==> src/rtl/sync_fifo_spram_banked.sv <==
// sync_fifo_spram_banked: synchronous FIFO whose storage is NBANK interleaved
// single-port RAM banks. Entry i lives in bank (i mod NBANK). A write that
// collides with a read on the same bank is parked for one cycle in a write
// buffer and drained on the following cycle, so one write and one read per
// cycle are sustained.
// Ports:
//   clk, rst            clock, synchronous active-high reset
//   wr_en, din          write request and data
//   rd_en               read request
//   dout, dout_valid    read data (held between reads) and one-cycle strobe
//   full, empty         count == DEPTH / count == 0
//   almost_full/empty   count >= AF_LVL / count <= AE_LVL
//   fifo_cnt            stored entries, including a buffered write
//   overflow/underflow  sticky error flags, cleared only by rst
module sync_fifo_spram_banked #(
  parameter int unsigned DW     = 16,
  parameter int unsigned DEPTH  = 16,
  parameter int unsigned NBANK  = 2,
  parameter int unsigned AW     = $clog2(DEPTH),
  parameter int unsigned AF_LVL = DEPTH - 2,
  parameter int unsigned AE_LVL = 2
) (
  input  logic          clk,
  input  logic          rst,
  input  logic          wr_en,
  input  logic [DW-1:0] din,
  input  logic          rd_en,
  output logic [DW-1:0] dout,
  output logic          dout_valid,
  output logic          full,
  output logic          empty,
  output logic          almost_full,
  output logic          almost_empty,
  output logic [AW:0]   fifo_cnt,
  output logic          overflow,
  output logic          underflow
);

  localparam int unsigned BW  = $clog2(NBANK);
  localparam int unsigned BAW = AW - BW;
  localparam int unsigned BD  = DEPTH / NBANK;
  localparam int unsigned CW  = AW + 1;

  logic [AW-1:0] wr_ptr_q, wr_ptr_d, rd_ptr_q, rd_ptr_d;
  logic [CW-1:0] count_q, count_d;
  logic          buf_vld_q, buf_vld_d;
  logic [DW-1:0] buf_data_q, buf_data_d;
  logic [AW-1:0] buf_ptr_q, buf_ptr_d;
  logic          rd_vld_q, rd_vld_d;
  logic [BW-1:0] rd_bank_q, rd_bank_d;
  logic          full_q, full_d, empty_q, empty_d;
  logic          afull_q, afull_d, aempty_q, aempty_d;
  logic          ovf_q, ovf_d, udf_q, udf_d;

  logic          wr_acc, rd_acc, conflict;
  logic [BW-1:0] wr_bank, rd_bank, buf_bank;

  logic [NBANK-1:0] bank_ce, bank_we;
  logic [BAW-1:0]   bank_addr  [NBANK];
  logic [DW-1:0]    bank_wdata [NBANK];
  logic [DW-1:0]    bank_rdata_q [NBANK];
  logic [DW-1:0]    mem [NBANK][BD];

  // Accept decisions and bank selection; flags come from registered state only.
  always_comb begin
    wr_acc   = wr_en & ~full_q;
    rd_acc   = rd_en & ~empty_q;
    wr_bank  = wr_ptr_q[BW-1:0];
    rd_bank  = rd_ptr_q[BW-1:0];
    buf_bank = buf_ptr_q[BW-1:0];
    conflict = wr_acc & rd_acc & (wr_bank == rd_bank);
  end

  // Per-bank port arbitration: read > buffer drain > direct write.
  // The drain never shares a bank with the read or direct write because the
  // pointers have both advanced by one since the conflict was captured.
  always_comb begin
    bank_ce = '0;
    bank_we = '0;
    for (int b = 0; b < NBANK; b++) begin
      bank_addr[b]  = '0;
      bank_wdata[b] = '0;
      if (rd_acc && rd_bank == BW'(b)) begin
        bank_ce[b]   = 1'b1;
        bank_addr[b] = rd_ptr_q[AW-1:BW];
      end else if (buf_vld_q && buf_bank == BW'(b)) begin
        bank_ce[b]    = 1'b1;
        bank_we[b]    = 1'b1;
        bank_addr[b]  = buf_ptr_q[AW-1:BW];
        bank_wdata[b] = buf_data_q;
      end else if (wr_acc && !conflict && wr_bank == BW'(b)) begin
        bank_ce[b]    = 1'b1;
        bank_we[b]    = 1'b1;
        bank_addr[b]  = wr_ptr_q[AW-1:BW];
        bank_wdata[b] = din;
      end
    end
  end

  // Next-state for pointers, count, write buffer, read return and flags.
  always_comb begin
    wr_ptr_d   = wr_ptr_q + AW'(wr_acc);
    rd_ptr_d   = rd_ptr_q + AW'(rd_acc);
    unique case ({wr_acc, rd_acc})
      2'b10:   count_d = count_q + CW'(1);
      2'b01:   count_d = count_q - CW'(1);
      default: count_d = count_q;
    endcase
    buf_vld_d  = conflict;
    buf_data_d = conflict ? din : buf_data_q;
    buf_ptr_d  = conflict ? wr_ptr_q : buf_ptr_q;
    rd_vld_d   = rd_acc;
    rd_bank_d  = rd_acc ? rd_bank : rd_bank_q;
    full_d     = (count_d == CW'(DEPTH));
    empty_d    = (count_d == '0);
    afull_d    = (count_d >= CW'(AF_LVL));
    aempty_d   = (count_d <= CW'(AE_LVL));
    ovf_d      = ovf_q | (wr_en & full_q);
    udf_d      = udf_q | (rd_en & empty_q);
  end

  always_ff @(posedge clk) begin
    if (rst) begin
      wr_ptr_q   <= '0;
      rd_ptr_q   <= '0;
      count_q    <= '0;
      buf_vld_q  <= 1'b0;
      buf_data_q <= '0;
      buf_ptr_q  <= '0;
      rd_vld_q   <= 1'b0;
      rd_bank_q  <= '0;
      full_q     <= 1'b0;
      empty_q    <= 1'b1;
      afull_q    <= (AF_LVL == 0);
      aempty_q   <= 1'b1;
      ovf_q      <= 1'b0;
      udf_q      <= 1'b0;
    end else begin
      wr_ptr_q   <= wr_ptr_d;
      rd_ptr_q   <= rd_ptr_d;
      count_q    <= count_d;
      buf_vld_q  <= buf_vld_d;
      buf_data_q <= buf_data_d;
      buf_ptr_q  <= buf_ptr_d;
      rd_vld_q   <= rd_vld_d;
      rd_bank_q  <= rd_bank_d;
      full_q     <= full_d;
      empty_q    <= empty_d;
      afull_q    <= afull_d;
      aempty_q   <= aempty_d;
      ovf_q      <= ovf_d;
      udf_q      <= udf_d;
    end
  end

  // Single-port RAM banks with synchronous read; read latches reset so dout is 0.
  always_ff @(posedge clk) begin
    if (rst) begin
      for (int b = 0; b < NBANK; b++) bank_rdata_q[b] <= '0;
    end else begin
      for (int b = 0; b < NBANK; b++) begin
        if (bank_ce[b]) begin
          if (bank_we[b]) mem[b][bank_addr[b]] <= bank_wdata[b];
          else            bank_rdata_q[b]      <= mem[b][bank_addr[b]];
        end
      end
    end
  end

  // A bank's read latch only changes on a new read, so dout holds between reads.
  assign dout         = bank_rdata_q[rd_bank_q];
  assign dout_valid   = rd_vld_q;
  assign full         = full_q;
  assign empty        = empty_q;
  assign almost_full  = afull_q;
  assign almost_empty = aempty_q;
  assign fifo_cnt     = count_q;
  assign overflow     = ovf_q;
  assign underflow    = udf_q;

endmodule

==> config.mk <==
export PLATFORM = sky130hd
export DESIGN_NAME = sync_fifo_spram_banked
export DESIGN_NICKNAME = d
export VERILOG_FILES = /design/src/rtl/sync_fifo_spram_banked.sv
export SDC_FILE = /design/constraint.sdc
export NUM_CORES = 1
export LEC_CHECK = 0
export CAP_MARGIN = 25
export CORE_UTILIZATION = 55
export DETAILED_ROUTE_END_ITERATION = 8
export HOLD_SLACK_MARGIN = 0.02
export PLACE_DENSITY = 0.8
export SLEW_MARGIN = 30
export SYNTH_ARGS = -nofsm -noshare
export SYNTH_HDL_FRONTEND = slang
export SYNTH_SLANG_ARGS = --single-unit
export TNS_END_PERCENT = 1
==> constraint.sdc <==
create_clock -name clk -period 3.6 [get_ports clk]
set_input_delay 0.54 -clock clk [delete_from_list [all_inputs] [get_ports clk]]
set_output_delay 0.54 -clock clk [all_outputs]
set_load 0.05 [all_outputs]
==> summary.md <==
| Metric | Value |
|---|---|
| Synth Area in Simple Gates | `9.80%` |
| Worst path required time | `3940 ps` |
| GP Congestion | `0.857` |
| Worst hold slack | `427 ps` |
| P_leak | `0.00606 uW` |
| Largest net degree at the start of global routing | `37` |
| H-tree depth | `2` |
| Peak supply drop | `346 uV` |
| Synth Area in Adders | `0.622%` |
| Sequential cell area fraction in the yosys report | `67.5%` |
| First-pass GRT wire length | `49100 um` |
| Total number of vias | `9135` |
| Dpl hpwl | `19700 um` |
| CTS Buffer Depth | `3` |
| Synth cell count leaders | `edfxtp_1 (288), nand2_1 (118), nor2_1 (89), mux2i_1 (85), dfxtp_1 (43)` |
| Critical Path Start Type | `primary input` |
| Die ar. | `26300 sq um` |
| WL per Instance | `21.3 um` |
| Max cap viols | `0` |
| Final Routed Wirelength | `31600 um` |
| Main combinational cell family by area after synthesis | `compound AO/OA/AOI/OAI gates` |
| Initial antenna violation count | `0` |
| Slew headroom | `40.4%` |
| Dominant cells by area after synthesis | `edfxtp_1 (61%), dfxtp_1 (6.1%), mux2i_1 (6.0%)` |
| Core ar. | `25200 sq um` |
| Die Height | `162 um` |
| IO Pins | `48` |
| ANT nets after route | `0` |
| Row cnt | `58` |
| Syn Std Cell Area | `14100 sq um` |
| Post-CTS Setup Bufs | `0` |
| Post-synth EDFFs | `288` |
| Ratio of cells with drive above 1 in the final layout | `14.1%` |
| Setup CP Type | `in -> reg` |
| Root buf cell | `clkbuf_16` |
| Insertion delay to the later sink of the worst-skew pair | `510 ps` |
| Status | `complete, no violations` |
| Yosys top cell by area | `edfxtp_1` |
| Synth Net Count | `1085` |
| Total Nets Final | `1157` |
| Asr flop ratio synth | `0%` |
| Remaining DRCs | `0` |
| Post-CTS Resized | `0` |
| Reg2Reg Setup Slack | `710 ps` |
| Final Hold Viols | `0` |
| Placed inst area | `15200 sq um` |
| Fillers | `1745` |
| Die Wd | `162 um` |
| Clock transition at the registers of the reported paths | `60 ps` |
| Yosys warns | `0` |
| First DRT Iteration DRCs | `965` |
| Mapped Cells | `1058` |
| Starting density of the core | `55.9%` |
| Compound-gate portion of the synthesized area | `10.6%` |
| Final-report max-slew violation count | `0` |
| Clock sink count | `331` |
| Clock skew | `21.7 ps` |
| Crit path max fanout | `16` |
| FMAX | `0.336 GHz` |
| CP endpoint kind | `flop` |
| Predominant post-synthesis flop cell | `edfxtp_1` |
| Vias per inst | `6.16` |
| Pre-antenna DRT Iters | `6` |
| FF+latch count, synth | `331` |
| Final Cycle Share | `82.6%` |
| Final min period | `2970 ps` |
| Vias in the first global route | `8943` |
| Power Dens Cells | `550 nW/um^2` |
| Gr usage total | `24.7%` |
| Diode count | `0` |
| HP Class | `in -> reg` |
| Hold_buf cts | `0` |
| Synthesis-to-finish area growth | `15.8%` |
| Mux cell area share after synthesis | `7.48%` |
| CTS buffer count | `34` |
| I/O Buffers | `47` |
| Syn avg cell area | `13.3 sq um` |
| Setup TNS | `0 ps` |
| Post-synth top area share | `61.4%` |
| CTS tree | `built` |
| Final instance area | `16300 sq um` |
| Overflow after GRT | `0` |
| Worst Path Arrival | `3310 ps` |
| Synth Area in XOR/XNOR | `0.622%` |
| Cell variety after synth | `58` |
| Worst-Margin Slew | `892 ps` |
| RSZ-0062 raised after global routing | `false` |
| Finish-stage setup viols | `0` |
| Most numerous cell in the Yosys netlist | `edfxtp_1` |
[path summary, 6_finish.rpt]
kind                            cells after the start      start                   to
worst max-delay path                               10      wr_en  bank_rdata_q[1][15]
worst min-delay path                                2        rst        buf_data_q[2]
worst max register to register                      9       full  bank_rdata_q[1][15]
worst min register to register                      2  rd_bank_q                 flop
[area by class of cell]
cell class                 instances  area (sq um)  share of cell area, %
sequential                       331          9510                   58.3
multi-input combinational        622          4180                   25.6
clock buffer                      50          1010                   6.22
timing repair buffer             105          1000                   6.13
tap                              330           413                   2.53
inverter                          36           135                  0.828
clock inverter                     8          63.8                  0.391
[flip-flops by register name, summed over array words and instances (netlist names), 4 cells and up, named ones only]
| name | cells |
|---|---|
| wr_ptr_q | 4 |
| buf_ptr_q | 4 |
| rd_ptr_q | 4 |
| fifo_cnt | 5 |
| buf_data_q | 16 |
| mem | 256 |
| bank_rdata_q | 32 |
[placed cells by master, fill, tap and decap left out, drive strengths merged, types with 43 or more instances in the layout]
| master | Yosys | layout |
|---|---|---|
| nand2 | 118 | 118 |
| buf | 31 | 59 |
| clkbuf | 38 | 50 |
| nor2 | 89 | 89 |
| a21oi | 48 | 48 |
| clkdlybuf4s50 | 0 | 46 |
| dfxtp | 43 | 43 |
| edfxtp | 288 | 288 |
| nand3 | 44 | 44 |
| mux2i | 85 | 85 |
[logic make-up after synthesis]
logic type      after synthesis
flops                       331
simple gates                306
compound gates              196
buf+inv                     105
mux                         103
xor+xnor                     10
fa+ha+maj                     7
[power by group]
part / internal (uW) / switching (uW)
clock network: 2020 / 1370
logic: 430 / 741
registers: 4330 / 80.2
total: 6780 / 2190
[through the flow]
stage,setup slack [ps],utilization (%),instances,total power (uW)
6_report,626,64.8,1482,8970
2_1_floorplan,-192,-,1058,5260
3_5_place_dp,133,60.5,1424,5640
4_1_cts,657,64.8,1482,8990
5_1_grt,400,64.8,1482,9240
3_3_place_gp,194,60.5,1424,5610
[metal layers]
metal	track usage (%)	share of wire (%)
met5	0	0
met4	8.75	2.9
met3	3.55	7.2
met2	40.8	48
met1	33.6	41
[critical path: stages]
cell and delay (ps):
clkdlybuf4s50_1 500, nand2b_4 140, inv_2 60, ha_1 230, a22oi_1 290, nand3_1 160, a22o_1 320, nor3_4 770
a22oi_1 140, o211ai_1 140
No activity file was read; power rests on OpenSTA's default activity.
